===== src/rtl/fft_pkg.sv =====
// Shared configuration, widths and types for fft_peak_search.
// FFT_PEAK_SECOND_EN adds the second-peak fields to result_t.
package fft_pkg;

  localparam int DATAO_BITS = 18;
  localparam int FFT_SIZE   = 256;

  function automatic int ceil_log2(input int n);
    int r;
    r = 0;
    for (int i = 0; i < 31; i++)
      if ((1 << i) < n) r = i + 1;
    return r;
  endfunction

  localparam int MAG_W = 2 * DATAO_BITS;
  localparam int IDX_W = ceil_log2(FFT_SIZE);
  localparam int SUM_W = MAG_W + IDX_W;

  typedef enum logic [1:0] {IDLE, ACCUM, DRAIN} state_e;

  // Travels alongside a bin through the magnitude pipeline.
  typedef struct packed {
    logic             first;
    logic [IDX_W-1:0] idx;
  } bin_tag_t;

  typedef struct packed {
    logic [MAG_W-1:0] peak_mag;
    logic [IDX_W-1:0] peak_idx;
    logic [SUM_W-1:0] frame_sum;
    logic             frame_ov;
`ifdef FFT_PEAK_SECOND_EN
    logic [MAG_W-1:0] peak2_mag;
    logic [IDX_W-1:0] peak2_idx;
`endif
  } result_t;

endpackage


===== src/rtl/fft_peak_search_if.sv =====
// CoreFFT output stream in, per-frame result out (valid/ready).
// PEAK2_* are present only with FFT_PEAK_SECOND_EN.
interface fft_peak_search_if;
  import fft_pkg::*;

  logic signed [DATAO_BITS-1:0] DATAO_RE;
  logic signed [DATAO_BITS-1:0] DATAO_IM;
  logic                         DATAO_VALID;
  logic                         OUTP_READY;
  logic                         OVFLOW_FLAG;

  logic                         RES_VALID;
  logic                         RES_READY;
  logic [MAG_W-1:0]             PEAK_MAG;
  logic [IDX_W-1:0]             PEAK_IDX;
  logic [SUM_W-1:0]             FRAME_SUM;
  logic                         FRAME_OV;
  logic                         RES_DROP;
`ifdef FFT_PEAK_SECOND_EN
  logic [MAG_W-1:0]             PEAK2_MAG;
  logic [IDX_W-1:0]             PEAK2_IDX;
`endif

  modport slave (
    input  DATAO_RE, DATAO_IM, DATAO_VALID, OUTP_READY, OVFLOW_FLAG, RES_READY,
    output RES_VALID, PEAK_MAG, PEAK_IDX, FRAME_SUM, FRAME_OV, RES_DROP
`ifdef FFT_PEAK_SECOND_EN
    , PEAK2_MAG, PEAK2_IDX
`endif
  );

  modport master (
    output DATAO_RE, DATAO_IM, DATAO_VALID, OUTP_READY, OVFLOW_FLAG, RES_READY,
    input  RES_VALID, PEAK_MAG, PEAK_IDX, FRAME_SUM, FRAME_OV, RES_DROP
`ifdef FFT_PEAK_SECOND_EN
    , PEAK2_MAG, PEAK2_IDX
`endif
  );

endinterface


===== src/rtl/fft_mag_sq.sv =====
// Two-stage registered re^2 + im^2; stage 1 squares, stage 2 sums.
module fft_mag_sq #(
  parameter int IN_W = 18
) (
  input  logic                   CLK,
  input  logic                   NGRST,
  input  logic                   CLKEN,
  input  logic signed [IN_W-1:0] re,
  input  logic signed [IN_W-1:0] im,
  output logic [2*IN_W-1:0]      mag
);

  // Sign-extended to full width so the truncated product is the exact square,
  // including (-2^(IN_W-1))^2.
  logic signed [2*IN_W-1:0] re_x, im_x;
  logic [2*IN_W-1:0]        re_sq, im_sq;

  assign re_x = {{IN_W{re[IN_W-1]}}, re};
  assign im_x = {{IN_W{im[IN_W-1]}}, im};

  always_ff @(posedge CLK or negedge NGRST) begin
    if (!NGRST) begin
      re_sq <= '0;
      im_sq <= '0;
      mag   <= '0;
    end else if (CLKEN) begin
      re_sq <= re_x * re_x;
      im_sq <= im_x * im_x;
      mag   <= re_sq + im_sq;
    end
  end

endmodule


===== src/rtl/fft_peak_search.sv =====
// Per-frame peak bin, peak magnitude and energy of the CoreFFT output stream.
// FFT_PEAK_SECOND_EN additionally tracks the second-largest bin.
module fft_peak_search
  import fft_pkg::*;
(
  input logic              CLK,
  input logic              NGRST,
  input logic              CLKEN,
  fft_peak_search_if.slave bus
);

  localparam int               STAGES   = 1;
  localparam logic [IDX_W-1:0] LAST_IDX = IDX_W'(FFT_SIZE - 1);

  state_e                 state;
  logic [IDX_W-1:0]       cnt;
  logic [1:0]             dcnt;
  logic                   ov_acc;

  logic [STAGES:0]        vld_pipe;
  bin_tag_t [STAGES:0]    tag_pipe;
  bin_tag_t               tag_in;
  logic [IDX_W-1:0]       idx_in;
  logic [MAG_W-1:0]       mag;

  logic [MAG_W-1:0]       pk_mag;
  logic [IDX_W-1:0]       pk_idx;
  logic [SUM_W-1:0]       sum;
`ifdef FFT_PEAK_SECOND_EN
  logic [MAG_W-1:0]       pk2_mag;
  logic [IDX_W-1:0]       pk2_idx;
`endif

  result_t                res_q;
  logic                   res_vld;
  logic                   res_drop;

  logic start, acc, last, done, take;

  always_comb begin
    start  = bus.OUTP_READY;
    acc    = bus.DATAO_VALID & (start | (state == ACCUM));
    idx_in = start ? '0 : cnt;
    tag_in = '{first: (idx_in == '0), idx: idx_in};
    last   = acc & ~start & (cnt == LAST_IDX);
    done   = (state == DRAIN) & (dcnt == 2'd2) & ~start;
    take   = res_vld & bus.RES_READY;
  end

  fft_mag_sq #(.IN_W(DATAO_BITS)) u_mag (
    .CLK   (CLK),
    .NGRST (NGRST),
    .CLKEN (CLKEN),
    .re    (bus.DATAO_RE),
    .im    (bus.DATAO_IM),
    .mag   (mag)
  );

  // Frame control: OUTP_READY restarts from any state, which is also the abort path.
  always_ff @(posedge CLK or negedge NGRST) begin
    if (!NGRST) begin
      state  <= IDLE;
      cnt    <= '0;
      dcnt   <= '0;
      ov_acc <= 1'b0;
    end else if (CLKEN) begin
      if (start) begin
        state  <= ACCUM;
        cnt    <= IDX_W'(bus.DATAO_VALID);
        dcnt   <= '0;
        ov_acc <= bus.OVFLOW_FLAG;
      end else begin
        unique case (state)
          ACCUM: begin
            ov_acc <= ov_acc | bus.OVFLOW_FLAG;
            if (acc) cnt <= cnt + IDX_W'(1);
            if (last) begin
              state <= DRAIN;
              dcnt  <= '0;
            end
          end
          DRAIN: begin
            dcnt <= dcnt + 2'd1;
            if (dcnt == 2'd2) state <= IDLE;
          end
          default: ;
        endcase
      end
    end
  end

  // Tags follow the magnitude pipe; a restart flushes bins of the old frame.
  always_ff @(posedge CLK or negedge NGRST) begin
    if (!NGRST) begin
      vld_pipe <= '0;
      tag_pipe <= '0;
    end else if (CLKEN) begin
      vld_pipe <= start ? {{STAGES{1'b0}}, acc} : {vld_pipe[STAGES-1:0], acc};
      tag_pipe <= {tag_pipe[STAGES-1:0], tag_in};
    end
  end

  always_ff @(posedge CLK or negedge NGRST) begin
    if (!NGRST) begin
      pk_mag  <= '0;
      pk_idx  <= '0;
      sum     <= '0;
`ifdef FFT_PEAK_SECOND_EN
      pk2_mag <= '0;
      pk2_idx <= '0;
`endif
    end else if (CLKEN) begin
      if (start) begin
        pk_mag  <= '0;
        pk_idx  <= '0;
        sum     <= '0;
`ifdef FFT_PEAK_SECOND_EN
        pk2_mag <= '0;
        pk2_idx <= '0;
`endif
      end else if (vld_pipe[STAGES]) begin
        if (tag_pipe[STAGES].first) begin
          pk_mag  <= mag;
          pk_idx  <= tag_pipe[STAGES].idx;
          sum     <= SUM_W'(mag);
`ifdef FFT_PEAK_SECOND_EN
          pk2_mag <= '0;
          pk2_idx <= '0;
`endif
        end else begin
          sum <= sum + SUM_W'(mag);
          // Strictly greater: on a tie the earlier bin keeps the slot.
          if (mag > pk_mag) begin
            pk_mag  <= mag;
            pk_idx  <= tag_pipe[STAGES].idx;
`ifdef FFT_PEAK_SECOND_EN
            pk2_mag <= pk_mag;
            pk2_idx <= pk_idx;
          end else if (mag > pk2_mag) begin
            pk2_mag <= mag;
            pk2_idx <= tag_pipe[STAGES].idx;
`endif
          end
        end
      end
    end
  end

  always_ff @(posedge CLK or negedge NGRST) begin
    if (!NGRST) begin
      res_vld  <= 1'b0;
      res_drop <= 1'b0;
      res_q    <= '0;
    end else if (CLKEN) begin
      res_drop <= done & res_vld & ~bus.RES_READY;
      if (done) begin
        res_vld            <= 1'b1;
        res_q.peak_mag     <= pk_mag;
        res_q.peak_idx     <= pk_idx;
        res_q.frame_sum    <= sum;
        res_q.frame_ov     <= ov_acc;
`ifdef FFT_PEAK_SECOND_EN
        res_q.peak2_mag    <= pk2_mag;
        res_q.peak2_idx    <= pk2_idx;
`endif
      end else if (take) begin
        res_vld <= 1'b0;
      end
    end
  end

  assign bus.RES_VALID = res_vld;
  assign bus.RES_DROP  = res_drop;
  assign bus.PEAK_MAG  = res_q.peak_mag;
  assign bus.PEAK_IDX  = res_q.peak_idx;
  assign bus.FRAME_SUM = res_q.frame_sum;
  assign bus.FRAME_OV  = res_q.frame_ov;
`ifdef FFT_PEAK_SECOND_EN
  assign bus.PEAK2_MAG = res_q.peak2_mag;
  assign bus.PEAK2_IDX = res_q.peak2_idx;
`endif

endmodule


===== src/flat_wrapper.sv =====
// flat-port wrapper written by rule: the top's interface ports become plain ports
module fft_peak_search_flat import fft_pkg::*;
  (CLK, NGRST, CLKEN, bus_DATAO_RE, bus_DATAO_IM, bus_DATAO_VALID, bus_OUTP_READY, bus_OVFLOW_FLAG, bus_RES_READY, bus_RES_VALID, bus_PEAK_MAG, bus_PEAK_IDX, bus_FRAME_SUM, bus_FRAME_OV, bus_RES_DROP);
  fft_peak_search_if bus_i ();
  input logic CLK;
  input logic NGRST;
  input logic CLKEN;
  input wire logic [$bits(bus_i.DATAO_RE)-1:0] bus_DATAO_RE;
  input wire logic [$bits(bus_i.DATAO_IM)-1:0] bus_DATAO_IM;
  input wire logic [$bits(bus_i.DATAO_VALID)-1:0] bus_DATAO_VALID;
  input wire logic [$bits(bus_i.OUTP_READY)-1:0] bus_OUTP_READY;
  input wire logic [$bits(bus_i.OVFLOW_FLAG)-1:0] bus_OVFLOW_FLAG;
  input wire logic [$bits(bus_i.RES_READY)-1:0] bus_RES_READY;
  output wire logic [$bits(bus_i.RES_VALID)-1:0] bus_RES_VALID;
  output wire logic [$bits(bus_i.PEAK_MAG)-1:0] bus_PEAK_MAG;
  output wire logic [$bits(bus_i.PEAK_IDX)-1:0] bus_PEAK_IDX;
  output wire logic [$bits(bus_i.FRAME_SUM)-1:0] bus_FRAME_SUM;
  output wire logic [$bits(bus_i.FRAME_OV)-1:0] bus_FRAME_OV;
  output wire logic [$bits(bus_i.RES_DROP)-1:0] bus_RES_DROP;
  assign bus_i.DATAO_RE = bus_DATAO_RE;
  assign bus_i.DATAO_IM = bus_DATAO_IM;
  assign bus_i.DATAO_VALID = bus_DATAO_VALID;
  assign bus_i.OUTP_READY = bus_OUTP_READY;
  assign bus_i.OVFLOW_FLAG = bus_OVFLOW_FLAG;
  assign bus_i.RES_READY = bus_RES_READY;
  assign bus_RES_VALID = bus_i.RES_VALID;
  assign bus_PEAK_MAG = bus_i.PEAK_MAG;
  assign bus_PEAK_IDX = bus_i.PEAK_IDX;
  assign bus_FRAME_SUM = bus_i.FRAME_SUM;
  assign bus_FRAME_OV = bus_i.FRAME_OV;
  assign bus_RES_DROP = bus_i.RES_DROP;
  fft_peak_search u_core (.CLK(CLK), .NGRST(NGRST), .CLKEN(CLKEN), .bus(bus_i));
endmodule

===== config.mk =====
export PLATFORM = sky130hd
export DESIGN_NAME = fft_peak_search_flat
export DESIGN_NICKNAME = d
export VERILOG_FILES = /design/src/rtl/fft_pkg.sv /design/src/rtl/fft_peak_search_if.sv /design/src/rtl/fft_mag_sq.sv /design/src/rtl/fft_peak_search.sv /design/src/flat_wrapper.sv
export SDC_FILE = /design/constraint.sdc
export NUM_CORES = 2
export LEC_CHECK = 0
export ABC_AREA = 1
export BUFFER_PORTS_ARGS = -buffer_cell sky130_fd_sc_hd__buf_2
export CAP_MARGIN = 20
export CELL_PAD_IN_SITES_DETAIL_PLACEMENT = 1
export CELL_PAD_IN_SITES_GLOBAL_PLACEMENT = 2
export CORE_MARGIN = 8
export CORE_UTILIZATION = 30
export DETAILED_ROUTE_END_ITERATION = 12
export PLACE_DENSITY = 0.65
export SLEW_MARGIN = 20
export SYNTH_ARGS = -nofsm -noshare
export SYNTH_HDL_FRONTEND = slang
export SYNTH_SLANG_ARGS = --single-unit
export TNS_END_PERCENT = 50

===== constraint.sdc =====
create_clock -name CLK -period 3.61 [get_ports CLK]
set_clock_uncertainty 0.15 [all_clocks]
set_input_delay 0.722 -clock CLK [delete_from_list [all_inputs] [get_ports CLK]]
set_output_delay 0.722 -clock CLK [all_outputs]
set_load 0.02 [all_outputs]

==> results by group <==
Critical path
  – CP Cell Sequence: buf_12 > buf_12 > nand2_8 > fa_1 > inv_4 > fa_2 > buf_4 > fa_1 > fa_1 > fa_1 > fa_1 > ha_4 > nand2_1 > buf_4 > nor2_4 > nand2_1 > o211ai_1 > nor2_1 > nand2_1 > nand2_1 > nand3_1 > nand2_1
  – CP arrival: ~5.8 ns
  – Slowest stage cell, crit path: fa_1
  – Critical path class: primary input to flop
  – CP peak stage delay: just under 0.6 ns
  – Crit path launch type: primary input
  – Worst-path maximum fanout: 7
  – Top cell family by delay on the critical path: adder cells
  – WP data required: between 3 and 4 ns
  – Element type at the critical path end: flop
  – Bufs and invs on worst path: 5

Clock tree
  – TritonCTS clock tree: yes
  – Number of H-tree levels: 2
  – Worst-path clk slew: 0.06 ns
  – Clock Tree Root: clkbuf_16
  – Worst skew pair latency: 0.60 ns
  – Num Clock Sinks: 318
  – Clk buf depth: 3
  – Cts bufs inserted: 40

Synthesis
  – Mapped cell area: ~42000 um2
  – Async set-reset flop share out of synthesis: 1.000
  – Top FF cell, synth: dfrtp_1
  – Yosys warns: 0
  – Post-synth net total: around 6.5k
  – EDFF count, synth: 0
  – Post-synthesis instance total: approximately 5.5k
  – Syn avg cell area: 7.636 um2
  – Flip-flop and latch count after synthesis: 318
  – Synth unique cells: 57
  – Sequential-to-total area share from yosys stat: 0.1887

Floorplanning
  – Initial Utilization: 0.3022
  – Die width: ~390 um
  – Num rows: ~140
  – Die ar.: ~150000 um2
  – Die Ht: 390.9 um
  – Core area: 139500 um2
  – IO Count: 134

STA
  – Final setup viols: 62
  – Fin crit share: 1.523
  – Worst-Margin Slew: 0.8489 ns
  – Minimum clock period: 5.499 ns
  – Slew Limit Fails: 0
  – Max Freq: 181.8 MHz
  – Final worst slack: -1.889 ns
  – Final Hold Violating Endpoints: 0
  – Rel. slew slack: 0.4320
  – WHS: roughly 0.24 ns
  – Unrepaired setup endpoints after global routing: true

Final layout
  – Sequential Area: 7959 um2
  – Multi-input gate area: 31620 um2
  – Nets: between 7k and 8k
  – Fill cell count: 16.79k
  – Most frequent cells in the layout: nand2_1, inv_1, fa_1
  – Area growth, synth to finish: 28.26%
  – Share of cells above drive strength 1: 0.2436
  – Most common cell after layout, fill and taps aside: nand2_1

Global route
  – Global-route wire length before repair: between 200 and 250 mm
  – Largest net degree at the start of global routing: 136
  – Vias in the first global route: 40.54k
  – Initial antenna violation count: 1
  – Remaining global-route overflow: 0
  – Gr usage total: 0.1878

Detailed routing
  – ANT nets after route: 0
  – First-pass DRT Iterations: 5
  – First-iteration detailed-routing DRC count: 1324
  – Via-to-Cell Ratio: 4.515
  – Routed wire length: 143.5 mm
  – Via count: 36.09k
  – Routed wire length per instance: 17.95 um
  – Detailed-route DRC error count: 0

Place
  – HPWL after DPL: 120.4 mm
  – I/O Buffers: 133
  – RePlAce Congestion: between 0.9 and 1

Run status
  – Status: finished with violations
  – Failing checks: setup timing

Min path
  – Hold/Removal Path Class: primary input to flop

Run
  – Max-cap violations: 0
-- worst min-delay path, cell delays in order --
cell and delay [ns]:
buf_2 0.09, nand3_1 0.07, o21ai_0 0.07
-- layout make-up --
cell class | count | area share
tap | 1876 | 0.04341
antenna | 1 | 0.00004628
multi-input combinational | 3734 | 0.5848
clock buffer | 58 | 0.02106
sequential | 318 | 0.1472
timing repair buffer | 682 | 0.1078
clock inverter | 13 | 0.004142
inverter | 1311 | 0.09165
-- through the flow --
step	util	setup TNS [ns]	instance area [um2]	std cells	setup slack, ns
after floorplan	-	-104.39	44150	5521	-2.034
after global placement	0.3552	-142.00	49560	7847	-2.664
after detailed placement	0.3553	-145.29	49580	7848	-2.691
after CTS	0.3796	-92.18	52970	7966	-1.797
after global routing	0.3875	-103.41	54070	7992	-2.055
final	0.3875	-92.02	54070	7993	-1.889
-- registers in the layout, summed over array words and instances, names as in the netlist --
register              count
u_core.bus.FRAME_OV       1
u_core.bus.FRAME_SUM     44
u_core.bus.PEAK_IDX       8
u_core.bus.PEAK_MAG      36
u_core.bus.RES_DROP       1
u_core.bus.RES_VALID      1
u_core.cnt                8
u_core.dcnt               2
u_core.ov_acc             1
u_core.pk_idx             8
u_core.pk_mag            36
u_core.state              2
u_core.sum               44
u_core.tag_pipe          18
u_core.u_mag.im_sq       35
u_core.u_mag.mag         36
u_core.u_mag.re_sq       35
u_core.vld_pipe           2
-- path summary, 6_finish.rpt --
path                                         start                  endpoint  slack (ns)  depth (start not counted)
max                               bus_DATAO_IM[17]    u_core.u_mag.im_sq[32]       -1.89                         22
min                                bus_OVFLOW_FLAG             u_core.ov_acc        0.24                          3
max reg2reg                          u_core.sum[0]            u_core.sum[32]        0.69                         15
min reg2reg                u_core.bus.FRAME_SUM[2]   u_core.bus.FRAME_SUM[2]        0.32                          2
max in group asynchronous                    NGRST    u_core.u_mag.re_sq[34]        1.97                          3
min in group asynchronous                    NGRST  u_core.bus.FRAME_SUM[15]        0.51                          2
-- routing by layer --
layer | share of wire | up-vias | track usage | routed length, um
li1 | - | 17710 | - | -
met1 | 0.44 | 17860 | 0.2392 | 62930
met2 | 0.51 | 351 | 0.3443 | 73750
met3 | 0.022 | 161 | 0.01492 | 3162
met4 | 0.025 | 2 | 0.04477 | 3620
met5 | 0.00014 | - | 0 | 20
-- kinds of logic (layout without fill, tap and decap cells) --
logic type | after synthesis | count (layout) | synth area share
simple gates | 2232 | 2232 | 0.2221
buf+inv | 1469 | 2064 | 0.1335
fa+ha+maj | 904 | 904 | 0.3728
compound gates | 528 | 528 | 0.06826
flops | 318 | 318 | 0.1887
xor+xnor | 70 | 70 | 0.01454
other cells | 0 | 1 | 0
-- repair_timing --
action / 4_1_cts / 5_1_grt
gates cloned: 2 / 1
endpoints found under the setup margin: 62 / 62
gates resized for setup: 412 / 245
pin swaps: 191 / 172
hold buffers: 1 / 0
hold endpoints to repair: 43 / 0
setup buffers: 47 / 25
-- synth_stat cells (23+ instances only) --
master | number | area (um2)
nand2_1 | 1416 | 5315
inv_1 | 1292 | 4850
fa_1 | 587 | 11750
dfrtp_1 | 318 | 7958
ha_1 | 317 | 3966
nor2_1 | 313 | 1175
nand3_1 | 254 | 1271
a21oi_1 | 216 | 1081
o21ai_0 | 179 | 895.9
clkbuf_1 | 101 | 379.1
nand2_2 | 88 | 550.5
nand4_1 | 50 | 312.8
o21ai_1 | 40 | 200.2
xnor2_1 | 37 | 324.1
xor2_1 | 33 | 289.0
buf_1 | 31 | 116.4
nor3_1 | 30 | 150.1
or2_2 | 23 | 143.9
Power is not shown: default switching activity piles up to over one toggle a cycle in this logic, so the estimate is an artifact.
